--- src/rtl/ps_inv_seq.sv ---
// ps_inv_seq: inverse ASCON substitution layer, COLS_PER_CYCLE columns/clock.
// Optional self-check of every inverted column: define PS_INV_SELFCHECK_EN.
//
// Ports:
//   clock_i   rising-edge clock
//   resetb_i  async active-low reset
//   start_i   request; state_i captured when accepted (IDLE or DONE)
//   state_i   320-bit state, row r at bits [(4-r)*64 +: 64]
//   state_o   working/result register
//   busy_o    high while columns are processed
//   done_o    one-cycle pulse, state_o holds the full result
//   err_o     sticky self-check error (0 when the check is not built)
module ps_inv_seq #(
    parameter int COLS_PER_CYCLE = 8
) (
    input  logic         clock_i,
    input  logic         resetb_i,
    input  logic         start_i,
    input  logic [319:0] state_i,
    output logic [319:0] state_o,
    output logic         busy_o,
    output logic         done_o,
    output logic         err_o
);

    localparam int C     = COLS_PER_CYCLE;
    localparam int NSTEP = 64 / C;
    localparam int CW    = (NSTEP > 1) ? $clog2(NSTEP) : 1;
    localparam int LC    = $clog2(C);
    localparam logic [CW-1:0] LAST = CW'(NSTEP - 1);
    localparam logic [63:0]   MASK = {64{1'b1}} >> (64 - C);

    localparam logic [4:0] INV_TAB [32] = '{
        5'd20, 5'd26, 5'd7,  5'd13, 5'd0,  5'd9,  5'd14, 5'd18,
        5'd10, 5'd6,  5'd29, 5'd1,  5'd25, 5'd21, 5'd19, 5'd30,
        5'd24, 5'd22, 5'd11, 5'd17, 5'd3,  5'd5,  5'd28, 5'd31,
        5'd23, 5'd27, 5'd4,  5'd8,  5'd15, 5'd12, 5'd16, 5'd2
    };

`ifdef PS_INV_SELFCHECK_EN
    localparam logic [4:0] FWD_TAB [32] = '{
        5'd4,  5'd11, 5'd31, 5'd20, 5'd26, 5'd21, 5'd9,  5'd2,
        5'd27, 5'd5,  5'd8,  5'd18, 5'd29, 5'd3,  5'd6,  5'd28,
        5'd30, 5'd19, 5'd7,  5'd14, 5'd0,  5'd13, 5'd17, 5'd24,
        5'd16, 5'd12, 5'd1,  5'd25, 5'd22, 5'd10, 5'd15, 5'd23
    };
    logic mism;
    logic err_q, err_d;
`endif

    typedef enum logic [1:0] {IDLE, RUN, DONE} fsm_t;

    fsm_t          fsm_q, fsm_d;
    logic [CW-1:0] cnt_q, cnt_d;
    logic [319:0]  work_q, work_d;

    logic [5:0]    base;
    logic [63:0]   rows   [5];
    logic [C-1:0]  sl     [5];
    logic [C-1:0]  inv_sl [5];
    logic [63:0]   upd    [5];
    logic [4:0]    col, icol;
    logic [319:0]  work_run;

    // Slice out the C columns selected by cnt, invert them, splice back.
    always_comb begin
        base = 6'(cnt_q) << LC;
        col  = '0;
        icol = '0;
`ifdef PS_INV_SELFCHECK_EN
        mism = 1'b0;
`endif
        for (int r = 0; r < 5; r++) begin
            rows[r]   = work_q[(4-r)*64 +: 64];
            sl[r]     = C'(rows[r] >> base);
            inv_sl[r] = '0;
        end
        for (int j = 0; j < C; j++) begin
            col  = {sl[0][j], sl[1][j], sl[2][j], sl[3][j], sl[4][j]};
            icol = INV_TAB[col];
            for (int r = 0; r < 5; r++) begin
                inv_sl[r][j] = icol[4-r];
            end
`ifdef PS_INV_SELFCHECK_EN
            mism = mism | (FWD_TAB[icol] != col);
`endif
        end
        for (int r = 0; r < 5; r++) begin
            upd[r] = (rows[r] & ~(MASK << base))
                   | (64'(inv_sl[r]) << base);
        end
        work_run = {upd[0], upd[1], upd[2], upd[3], upd[4]};
    end

    always_comb begin
        fsm_d  = fsm_q;
        cnt_d  = cnt_q;
        work_d = work_q;
`ifdef PS_INV_SELFCHECK_EN
        err_d  = err_q;
`endif
        unique case (fsm_q)
            IDLE, DONE: begin
                if (start_i) begin
                    work_d = state_i;
                    cnt_d  = '0;
                    fsm_d  = RUN;
`ifdef PS_INV_SELFCHECK_EN
                    err_d  = 1'b0;
`endif
                end else begin
                    fsm_d = IDLE;
                end
            end
            RUN: begin
                work_d = work_run;
`ifdef PS_INV_SELFCHECK_EN
                err_d  = err_q | mism;
`endif
                if (cnt_q == LAST) begin
                    cnt_d = '0;
                    fsm_d = DONE;
                end else begin
                    cnt_d = cnt_q + 1'b1;
                end
            end
            default: fsm_d = IDLE;
        endcase
    end

    always_ff @(posedge clock_i or negedge resetb_i) begin
        if (!resetb_i) begin
            fsm_q  <= IDLE;
            cnt_q  <= '0;
            work_q <= '0;
        end else begin
            fsm_q  <= fsm_d;
            cnt_q  <= cnt_d;
            work_q <= work_d;
        end
    end

`ifdef PS_INV_SELFCHECK_EN
    always_ff @(posedge clock_i or negedge resetb_i) begin
        if (!resetb_i) begin
            err_q <= 1'b0;
        end else begin
            err_q <= err_d;
        end
    end
    assign err_o = err_q;
`else
    assign err_o = 1'b0;
`endif

    assign state_o = work_q;
    assign busy_o  = (fsm_q == RUN);
    assign done_o  = (fsm_q == DONE);

endmodule

--- config.mk ---
export PLATFORM = sky130hd
export DESIGN_NAME = ps_inv_seq
export DESIGN_NICKNAME = d
export VERILOG_FILES = /design/src/rtl/ps_inv_seq.sv
export SDC_FILE = /design/constraint.sdc
export NUM_CORES = 1
export LEC_CHECK = 0
export BUFFER_PORTS_ARGS = -buffer_cell sky130_fd_sc_hd__buf_4
export CAP_MARGIN = 20
export CORE_AREA = 3 3 253 255
export CTS_CLUSTER_SIZE = 30
export DETAILED_ROUTE_END_ITERATION = 12
export DIE_AREA = 0 0 256 258
export MAX_ROUTING_LAYER = met4
export PLACE_DENSITY = 0.63
export SETUP_SLACK_MARGIN = 0.15
export SLEW_MARGIN = 20
export SYNTH_ARGS = -nofsm -noshare
export SYNTH_HDL_FRONTEND = slang
export SYNTH_SLANG_ARGS = --single-unit
export TNS_END_PERCENT = 1
--- constraint.sdc ---
create_clock -name clock_i -period 3.6 [get_ports clock_i]
set_input_delay 0 -clock clock_i [delete_from_list [all_inputs] [get_ports clock_i]]
set_output_delay 0 -clock clock_i [all_outputs]
set_load 0.02 [all_outputs]
==> results of run 1 <==
[sequential cells by signal, indices dropped and copies added (netlist names)]
register and count:
fsm_q 2, state_o 320, cnt_q 3
[worst reg2reg max path, stage by stage, from the launching register on]
cell and delay [ps]:
dfrtp_4 600, buf_12 200, buf_4 160, mux4_2 500, nand2_1 90, nand2_1 290
inv_1 240, ha_1 300, mux2_2 280, mux2i_1 250, mux2i_4 190, o21ai_0 240
[synth_stat cells, types with 15 or more instances]
cell type and number:
buf_2 24, xnor2_1 19, nor3_1 40, o211ai_1 15, nor2_1 72, nand3_1 49
dfrtp_1 325, ha_1 62, a21oi_1 88, o21ai_0 204, mux2_2 28, mux2i_1 109
a32oi_1 23, a221oi_1 17, inv_1 40, a21o_1 47, a22o_1 49, a221o_1 22
nor2b_1 18, o21ai_1 34, o22ai_1 31, mux4_2 56, clkbuf_1 108, nand2_1 124
a22oi_1 211
[layer usage]
| metal | share of wire, % | GRT usage (%) |
|---|---|---|
| met3 | 8.3 | 5.40 |
| met4 | 5.5 | 16.0 |
| met1 | 39 | 41.2 |
| met2 | 48 | 55.1 |
| met5 | 0 | - |
[placed cells by master, fill, tap and decap left out, drive strengths merged, types with 5 or more instances in the layout]
cell         synthesis  routed
a21o                47      47
a221oi              19      19
o22ai               32      32
a221o               22      22
nor2                74      74
o211ai              16      16
clkinvlp             0       5
a22oi              213     213
o31ai                5       5
dfrtp              325     325
dlygate4sd3          0     321
and2                 8       8
a21oi               99      99
nor3                42      42
a31oi               12      12
mux4                56      56
nand2b              10      10
nand4                6       6
diode                0       9
a22o                49      49
nand2              125     125
ha                  62      62
or2                  7       7
o21ai              238     238
nand3               50      50
inv                 42      43
buf                 50     786
nor2b               18      18
a32oi               23      23
bufinv               0       6
and3                11      11
clkbuf             108      53
mux2                32      32
a211oi              10      10
xnor2               19      19
clkinv               0       5
mux2i              127     127
[logic make-up after synthesis]
| family | synth area share [%] |
|---|---|
| compound gates | 27.4 |
| xor+xnor | 0.858 |
| fa+ha+maj | 3.80 |
| buf+inv | 4.49 |
| flops | 39.8 |
| mux | 15.0 |
| other cells | 0.0184 |
| simple gates | 8.57 |
[worst max-delay path by stage]
stage	slack, ps	cells after the start	endpoint	startpoint
floorplan	370	10	state_o[199]	cnt_q[1]
global placement	60	12	state_o[253]	cnt_q[0]
detailed placement	30	12	state_o[205]	cnt_q[0]
CTS	80	11	state_o[13]	cnt_q[0]
global route	-20	11	state_o[252]	cnt_q[1]
finish	160	11	state_o[204]	cnt_q[1]
[metrics by stage]
step	utilization (%)	hold slack (ps)	instances
2_1_floorplan	-	-296	2008
3_3_place_gp	43.5	145	3469
3_5_place_dp	43.5	155	3469
4_1_cts	51.0	89.3	3860
5_1_grt	51.1	152	3871
6_report	51.1	133	3873
[area by class of cell]
type / instances / area [µm²] / area share [%]
antenna: 9 / 22.5 / 0.0713
clock buffer: 53 / 1120 / 3.54
clock inverter: 17 / 267 / 0.843
inverter: 42 / 158 / 0.499
multi-input combinational: 1483 / 11600 / 36.6
sequential: 325 / 8140 / 25.8
tap: 837 / 1050 / 3.31
timing repair buffer: 1107 / 9270 / 29.3
[repair_timing]
action	CTS	global route
endpoints found under the hold margin	425	0
hold buffers	321	0
buffers inserted	0	4
endpoints found under the setup margin	34	166
cloned	0	0
resized for setup	2	7
==> run metrics, run 1 <==
final hold viol count=0; EDFF count, synth=0; Synth-to-Final Area Change=54.7%; Worst Hold Class=in -> reg; number of buffer and inverter stages on the critical path=3; worst path cell trace=buf_12, buf_4, mux4_2, nand2_1, nand2_1, inv_1, ha_1, mux2_2, mux2i_1, mux2i_4, o21ai_0; GRT Util Overall=33.8%; TritonCTS clock tree=done; FP Rows=91; R2R cell count=11; root buffer cell=clkbuf_16; post-synth top area share=39.8%; Worst-Skew Late Latency=580 ps; most common flop cell mapped by yosys=dfrtp_1; synthesis-stage register bit count=325; IO Count=646; Slowest-stage cell, CP=dfrtp_4; RSZ-0062 raised after global routing=true; CP Capture Type=flop; post-synth net total=2393; Core ar.=61800 µm²; Max Fanout on Critical Path=14; clk_skew=23.4 ps; register area share after synthesis=39.8%; setup TNS=0 ps; drt via density=5.97; clock-pin slew on the worst setup and hold paths=60 ps; worst slew pin tran=1230 ps; vias in the first global route=23900; WL final=112000 µm; Starting Density=33.0%; Final GP Congestion=0.971; Yosys Warn Count=0; critical path class=reg -> reg; Routed wire per std cell=29.0 µm; Area contributors post-synth=dfrtp_1 (40%), a22oi_1 (7.8%), mux4_2 (6.2%), mux2i_1 (5.3%), o21ai_0 (5.0%); first-pass GRT wire length=162000 µm; Num CTS Buffers=39; Synth cell types=91; antenna violations before repair=9; Mapped Cells=2008; global route total overflow=0; post-synth top area cell=dfrtp_1; Final setup viols=0; Max-Cap Viols=0; via count=23100; worst reg-to-reg setup slack=160 ps; fillers=5574; CTS H-tree depth=2; Bufs on Longest Clock Path=3; Critical Path Most Common Cell=nand2_1; largest net degree at the start of global routing=131; worst r2r dst=state_o[204]; detailed placer's ending HPWL=81200 µm; 1st-pass router iterations=7; Post-DRT Antenna Nets=0; Num Clock Sinks=325; period utilization=95.6%; I/O Buffers=644; Layout Nets=3383; Hold Path Depth=4; arrival time worst endpoint=3910 ps; fin. max-slew vios=0; kind of cell adding the most delay to the critical path=multiplexers; post-synthesis cell area=20400 µm²; Reg-to-Reg Start=cnt_q[1]; Min-Delay Endpoint=cnt_q[1]; Max Fclk=290 MHz; Die Ht=258 µm; WP data required=4060 ps; Largest stage delay, worst path=600 ps; Die ar.=66000 µm²; Final WS setup=157 ps; status=finished, final reports clean; min-delay src=start_i; dpl cell area=26900 µm²; fraction of layout cells with a size suffix above 1=33.8%; residual DRC count=0; DRT iter0 DRCs=2561; Avg Inst Size Synth=10.2 µm²; Slew headroom=17.5%; DP Worst Slack=29.5 ps; Async S/R FF share, synth=100%; type of origin of the critical path=flop; Period minus WS final=3440 ps; die width=256 µm; design area=31600 µm²
Power of run 1 is not shown: default switching activity piles up to over one toggle a cycle in this logic, so the estimate is an artifact.
==> inputs of run 2 (changes only) <==
--- a/config.mk
+++ b/config.mk
@@ -7,13 +7,14 @@
 export LEC_CHECK = 0
 export BUFFER_PORTS_ARGS = -buffer_cell sky130_fd_sc_hd__buf_4
 export CAP_MARGIN = 20
-export CORE_AREA = 3 3 253 255
+export CORE_MARGIN = 3
+export CORE_UTILIZATION = 30
 export CTS_CLUSTER_SIZE = 30
 export DETAILED_ROUTE_END_ITERATION = 12
-export DIE_AREA = 0 0 256 258
 export MAX_ROUTING_LAYER = met4
-export PLACE_DENSITY = 0.63
+export PLACE_DENSITY = 0.53
 export SETUP_SLACK_MARGIN = 0.15
+export SKIP_LAST_GASP = 1
 export SLEW_MARGIN = 20
 export SYNTH_ARGS = -nofsm -noshare
 export SYNTH_HDL_FRONTEND = slang
==> run metrics, run 2 (synthesis results as in run 1) <==
status=finished, final reports clean (unchanged); Slew headroom=28.4% (was 17.5%); Core ar.=67300 µm² (was 61800 µm²); first-pass GRT wire length=164000 µm (was 162000 µm); Routed wire per std cell=29.4 µm (was 29.0 µm); FP Rows=95 (was 91); Post-DRT Antenna Nets=0 (unchanged); worst slew pin tran=1070 ps (was 1230 ps); Max Fanout on Critical Path=31 (was 14); largest net degree at the start of global routing=113 (was 131); Final GP Congestion=0.944 (was 0.971); TritonCTS clock tree=done (unchanged); Max-Cap Viols=0 (unchanged); Die Ht=267 µm (was 258 µm); RSZ-0062 raised after global routing=true (unchanged); Final setup viols=0 (unchanged); CP Capture Type=flop (unchanged); DRT iter0 DRCs=2241 (was 2561); WP data required=4090 ps (was 4060 ps); commonest non-fill, non-tap cell in the layout=buf_4 (unchanged); CTS H-tree depth=2 (unchanged); final hold viol count=0 (unchanged); type of origin of the critical path=flop (unchanged); critical path class=reg -> reg (unchanged); IO Count=646 (unchanged); drt via density=5.88 (was 5.97); Final Hold Slack=155 ps (was 133 ps); via count=23000 (was 23100); Max Fclk=296 MHz (was 290 MHz); met1 usage=39.7% (was 41.2%); residual DRC count=0 (unchanged); Die ar.=71200 µm² (was 66000 µm²); most frequent cells in the layout=buf_4 (765), dlygate4sd3_1 (323), dfrtp_1 (322) (was buf_4 (773), dfrtp_1 (322), dlygate4sd3_1 (321)); WL final=115000 µm (was 112000 µm); die width=267 µm (was 256 µm); root buffer cell=clkbuf_16 (unchanged); global route total overflow=0 (unchanged); vias in the first global route=23300 (was 23900); clock-pin slew on the worst setup and hold paths=60 ps (about the same); Num Clock Sinks=325 (unchanged); I/O Buffers=644 (unchanged); arrival time worst endpoint=3880 ps (was 3910 ps); grt met2 use=52.6% (was 55.1%); fin. max-slew vios=0 (unchanged); Layout Nets=3385 (was 3383); Most Crowded Layer GR=met2 (unchanged); 1st-pass router iterations=6 (was 7); setup TNS=0 ps (unchanged); clk_skew=14.6 ps (was 23.4 ps); fillers=6353 (was 5574); met3 GRT Util=4.89% (was 5.40%); Starting Density=30.4% (was 33.0%); max reg flops=320 (unchanged); detailed placer's ending HPWL=84200 µm (was 81200 µm); Bufs on Longest Clock Path=3 (unchanged); fraction of layout cells with a size suffix above 1=33.6% (was 33.8%); Worst-Skew Late Latency=570 ps (was 580 ps); antenna violations before repair=11 (was 9); Worst Hold Class=in -> async (was in -> reg); Num CTS Buffers=40 (was 39); Period minus WS final=3380 ps (was 3440 ps); GRT Util Overall=32.2% (was 33.8%); period utilization=94.0% (was 95.6%); Synth-to-Final Area Change=54.8% (was 54.7%)
[run 2: cell count changes in the layout (fill, tap and decap cells not counted), sizes merged]
cell         before  now
bufinv            6    2
clkinv            5    3
clkinvlp          5    2
diode             9   11
clkbuf           53   57
dlygate4sd3     321  323
buf             786  785
inv              43   44
[run 2: final timing paths]
check,slack [ps],cells past startpoint,from,endpoint
hold / removal,150,2,resetb_i,state_o[115]
hold reg to reg,550,2,state_o[138],state_o[138]
setup / recovery,220,9,cnt_q[2],state_o[251]
max in group asynchronous,2430,3,resetb_i,state_o[170]
setup reg to reg,220,9,cnt_q[2],state_o[251]
min in group clock_i,210,3,state_i[255],state_o[255]
[run 2: final cells by class]
cell class / instances / area [µm²] / share of cell area (%)
Tap cell: 873 / 1090 / 3.45
Sequential cell: 325 / 8140 / 25.8
Antenna cell: 11 / 27.5 / 0.0871
Timing Repair Buffer: 1108 / 9380 / 29.7
Multi-Input combinational cell: 1483 / 11500 / 36.5
Clock inverter: 9 / 108 / 0.340
Clock buffer: 57 / 1180 / 3.72
Inverter: 42 / 158 / 0.499
[run 2: critical path: stages, from the launching register on]
cell and delay [ps]:
dfrtp_4 750, buf_4 290, mux4_2 350, mux2i_4 230
ha_1 330, nor3_1 290, o21bai_1 160, a21oi_1 90
mux2i_2 560, a221o_1 240
[run 2: metal layers]
layer	up-vias	wire, µm
met1	11600	46000
met5	-	0
met3	285	8380
li1	9762	-
met4	0	5540
met2	1321	54900
[run 2: timing repair]
action	CTS	global route
cloned	0	0
hold endpoints to repair	427	0
gates resized for setup	1	2
hold buffers	323	0
setup buffers	0	0
endpoints found under the setup margin	1	53
[run 2: metrics by stage]
step / util [%] / worst slack [ps] / cell area [µm²] / instances
finish: 47.0 / 217 / 31600 / 3908
global route: 47.0 / 43.8 / 31600 / 3907
CTS: 46.9 / 209 / 31600 / 3896
detailed placement: 40.2 / 142 / 27000 / 3507
global placement: 40.2 / 196 / 27000 / 3507
floorplan: - / 373 / 20400 / 2008
Power of run 2 is left out for the same reason.
==> inputs of run 3 (changes only) <==
--- a/config.mk
+++ b/config.mk
@@ -11,6 +11,7 @@
 export CORE_UTILIZATION = 30
 export CTS_CLUSTER_SIZE = 30
 export DETAILED_ROUTE_END_ITERATION = 12
+export GPL_TIMING_DRIVEN = 0
 export MAX_ROUTING_LAYER = met4
 export PLACE_DENSITY = 0.53
 export SETUP_SLACK_MARGIN = 0.15
==> run metrics, run 3 (synthesis results as in run 1) <==
GRT Util Overall=36.6% (was 32.2%); Final Hold Slack=48.8 ps (was 155 ps); largest net degree at the start of global routing=93 (was 113); FP Rows=95 (unchanged); commonest non-fill, non-tap cell in the layout=buf_4 (unchanged); Synth-to-Final Area Change=57.8% (was 54.8%); Core ar.=67300 µm² (unchanged); Final WS setup=-8.24 ps (was 217 ps); R2R cell count=9 (unchanged); 1st-pass router iterations=6 (unchanged); Period minus WS final=3610 ps (was 3380 ps); period utilization=100% (was 94.0%); critical path class=reg -> reg (unchanged); clk_skew=30.5 ps (was 14.6 ps); design area=32200 µm² (was 31600 µm²); final hold viol count=0 (unchanged); Bufs on Longest Clock Path=3 (unchanged); Max-Cap Viols=0 (unchanged); global route total overflow=0 (unchanged); WL final=131000 µm (was 115000 µm); Starting Density=30.4% (unchanged); Worst Hold Class=in -> async (unchanged); Max Fanout on Critical Path=10 (was 31); via count=23800 (was 23000); type of origin of the critical path=flop (unchanged); Final setup viols=2 (was 0); DRT iter0 DRCs=2308 (was 2241); most frequent cells in the layout=buf_4 (674), dfrtp_1 (324), dlygate4sd3_1 (321) (was buf_4 (765), dlygate4sd3_1 (323), dfrtp_1 (322)); failing checks=negative setup slack; worst slew pin tran=1220 ps (was 1070 ps); antenna violations before repair=5 (was 11); Die Ht=267 µm (unchanged); WP data required=4010 ps (was 4090 ps); fin. max-slew vios=0 (unchanged); dpl cell area=26700 µm² (was 27000 µm²); Slew headroom=18.2% (was 28.4%); Placed Cells incl. Taps=3542 (was 3507); first-pass GRT wire length=180000 µm (was 164000 µm); I/O Buffers=644 (unchanged); status=finished, violations left (was finished, final reports clean); Routed wire per std cell=33.0 µm (was 29.4 µm); Worst-Skew Late Latency=580 ps (was 570 ps); drt via density=5.99 (was 5.88); worst path cell trace=buf_2, buf_4, buf_6, buf_6, nor2_1, nand2_1, clkbuf_1, clkbuf_1, o21ai_0 (was buf_4, mux4_2, mux2i_4, ha_1, nor3_1, o21bai_1, a21oi_1, mux2i_2, a221o_1); Num CTS Buffers=41 (was 40); Reg-to-Reg Start=cnt_q[2] (unchanged); vias in the first global route=24000 (was 23300); root buffer cell=clkbuf_16 (unchanged); RSZ-0062 raised after global routing=true (unchanged); max reg flops=320 (unchanged); Post-DRT Antenna Nets=0 (unchanged); arrival time worst endpoint=4020 ps (was 3880 ps); residual DRC count=0 (unchanged); worst reg-to-reg setup slack=-8 ps (was 220 ps); fraction of layout cells with a size suffix above 1=33.9% (was 33.6%); die width=267 µm (unchanged); Die ar.=71200 µm² (unchanged); worst r2r dst=state_o[84] (was state_o[251]); final core occ=47.9% (was 47.0%); Largest stage delay, worst path=840 ps (was 750 ps); clock-pin slew on the worst setup and hold paths=60 ps (about the same); detailed placer's ending HPWL=98400 µm (was 84200 µm); CTS H-tree depth=2 (unchanged); final std cells w/o fill=3964 (was 3908); CP Capture Type=flop (unchanged); Num Clock Sinks=325 (unchanged); TritonCTS clock tree=done (unchanged); fillers=6352 (was 6353); Max Fclk=277 MHz (was 296 MHz); Layout Nets=3446 (was 3385); Slowest-stage cell, CP=clkbuf_1 (was dfrtp_4); IO Count=646 (unchanged); Final GP Congestion=0.961 (was 0.944)
run 3: worst max-delay path by stage:
stage	start	endpoint	slack (ps)	cells past startpoint
after floorplan	cnt_q[1]	state_o[199]	370	10
after global placement	cnt_q[2]	state_o[283]	-1740	11
after detailed placement	cnt_q[2]	state_o[30]	-1080	10
after CTS	cnt_q[2]	state_o[253]	60	14
after global routing	cnt_q[1]	state_o[223]	-40	12
final	cnt_q[2]	state_o[84]	-8	9
run 3: layout make-up:
type / instances / area (µm²) / share of cell area (%)
Antenna cell: 4 / 10.0 / 0.0311
Tap cell: 873 / 1090 / 3.39
Clock buffer: 56 / 1200 / 3.74
Buffer: 158 / 947 / 2.94
Inverter: 42 / 164 / 0.509
Sequential cell: 325 / 8130 / 25.2
Multi-Input combinational cell: 1483 / 11900 / 36.9
Clock inverter: 13 / 133 / 0.412
Timing Repair Buffer: 1010 / 8630 / 26.8
run 3: per-layer routing:
| layer | GRT usage [%] | up-vias | wire length (µm) |
|---|---|---|---|
| met2 | 57.9 | 1441 | 60400 |
| met3 | 6.59 | 346 | 10600 |
| met1 | 45.4 | 12100 | 52400 |
| met4 | 17.5 | 0 | 7430 |
| li1 | - | 9865 | - |
| met5 | - | - | 0 |
run 3: per-stage QoR:
step | TNS [ps] | worst slack, ps
final | -14.5 | -8.24
after floorplan | 0 | 373
after global placement | -505410 | -1740
after detailed placement | -192730 | -1080
after CTS | 0 | 64.9
after global routing | -592 | -41.9
run 3: critical path, delay by kind of cell (launching register included):
| family | cells | cell delay (ps) |
|---|---|---|
| buffers and inverters | 6 | 2480 |
| and+or+nand+nor | 2 | 380 |
| DFF | 1 | 370 |
| AOI/OAI and AO/OA | 1 | 200 |
run 3: what timing repair did:
item                                    4_1_cts  5_1_grt
endpoints found under the setup margin      320      315
endpoints found under the hold margin       457        0
hold buffers                                321        0
gates resized for setup                     131       31
setup buffers                                22        5
pin swaps                                     9        2
Power of run 3 is left out for the same reason.
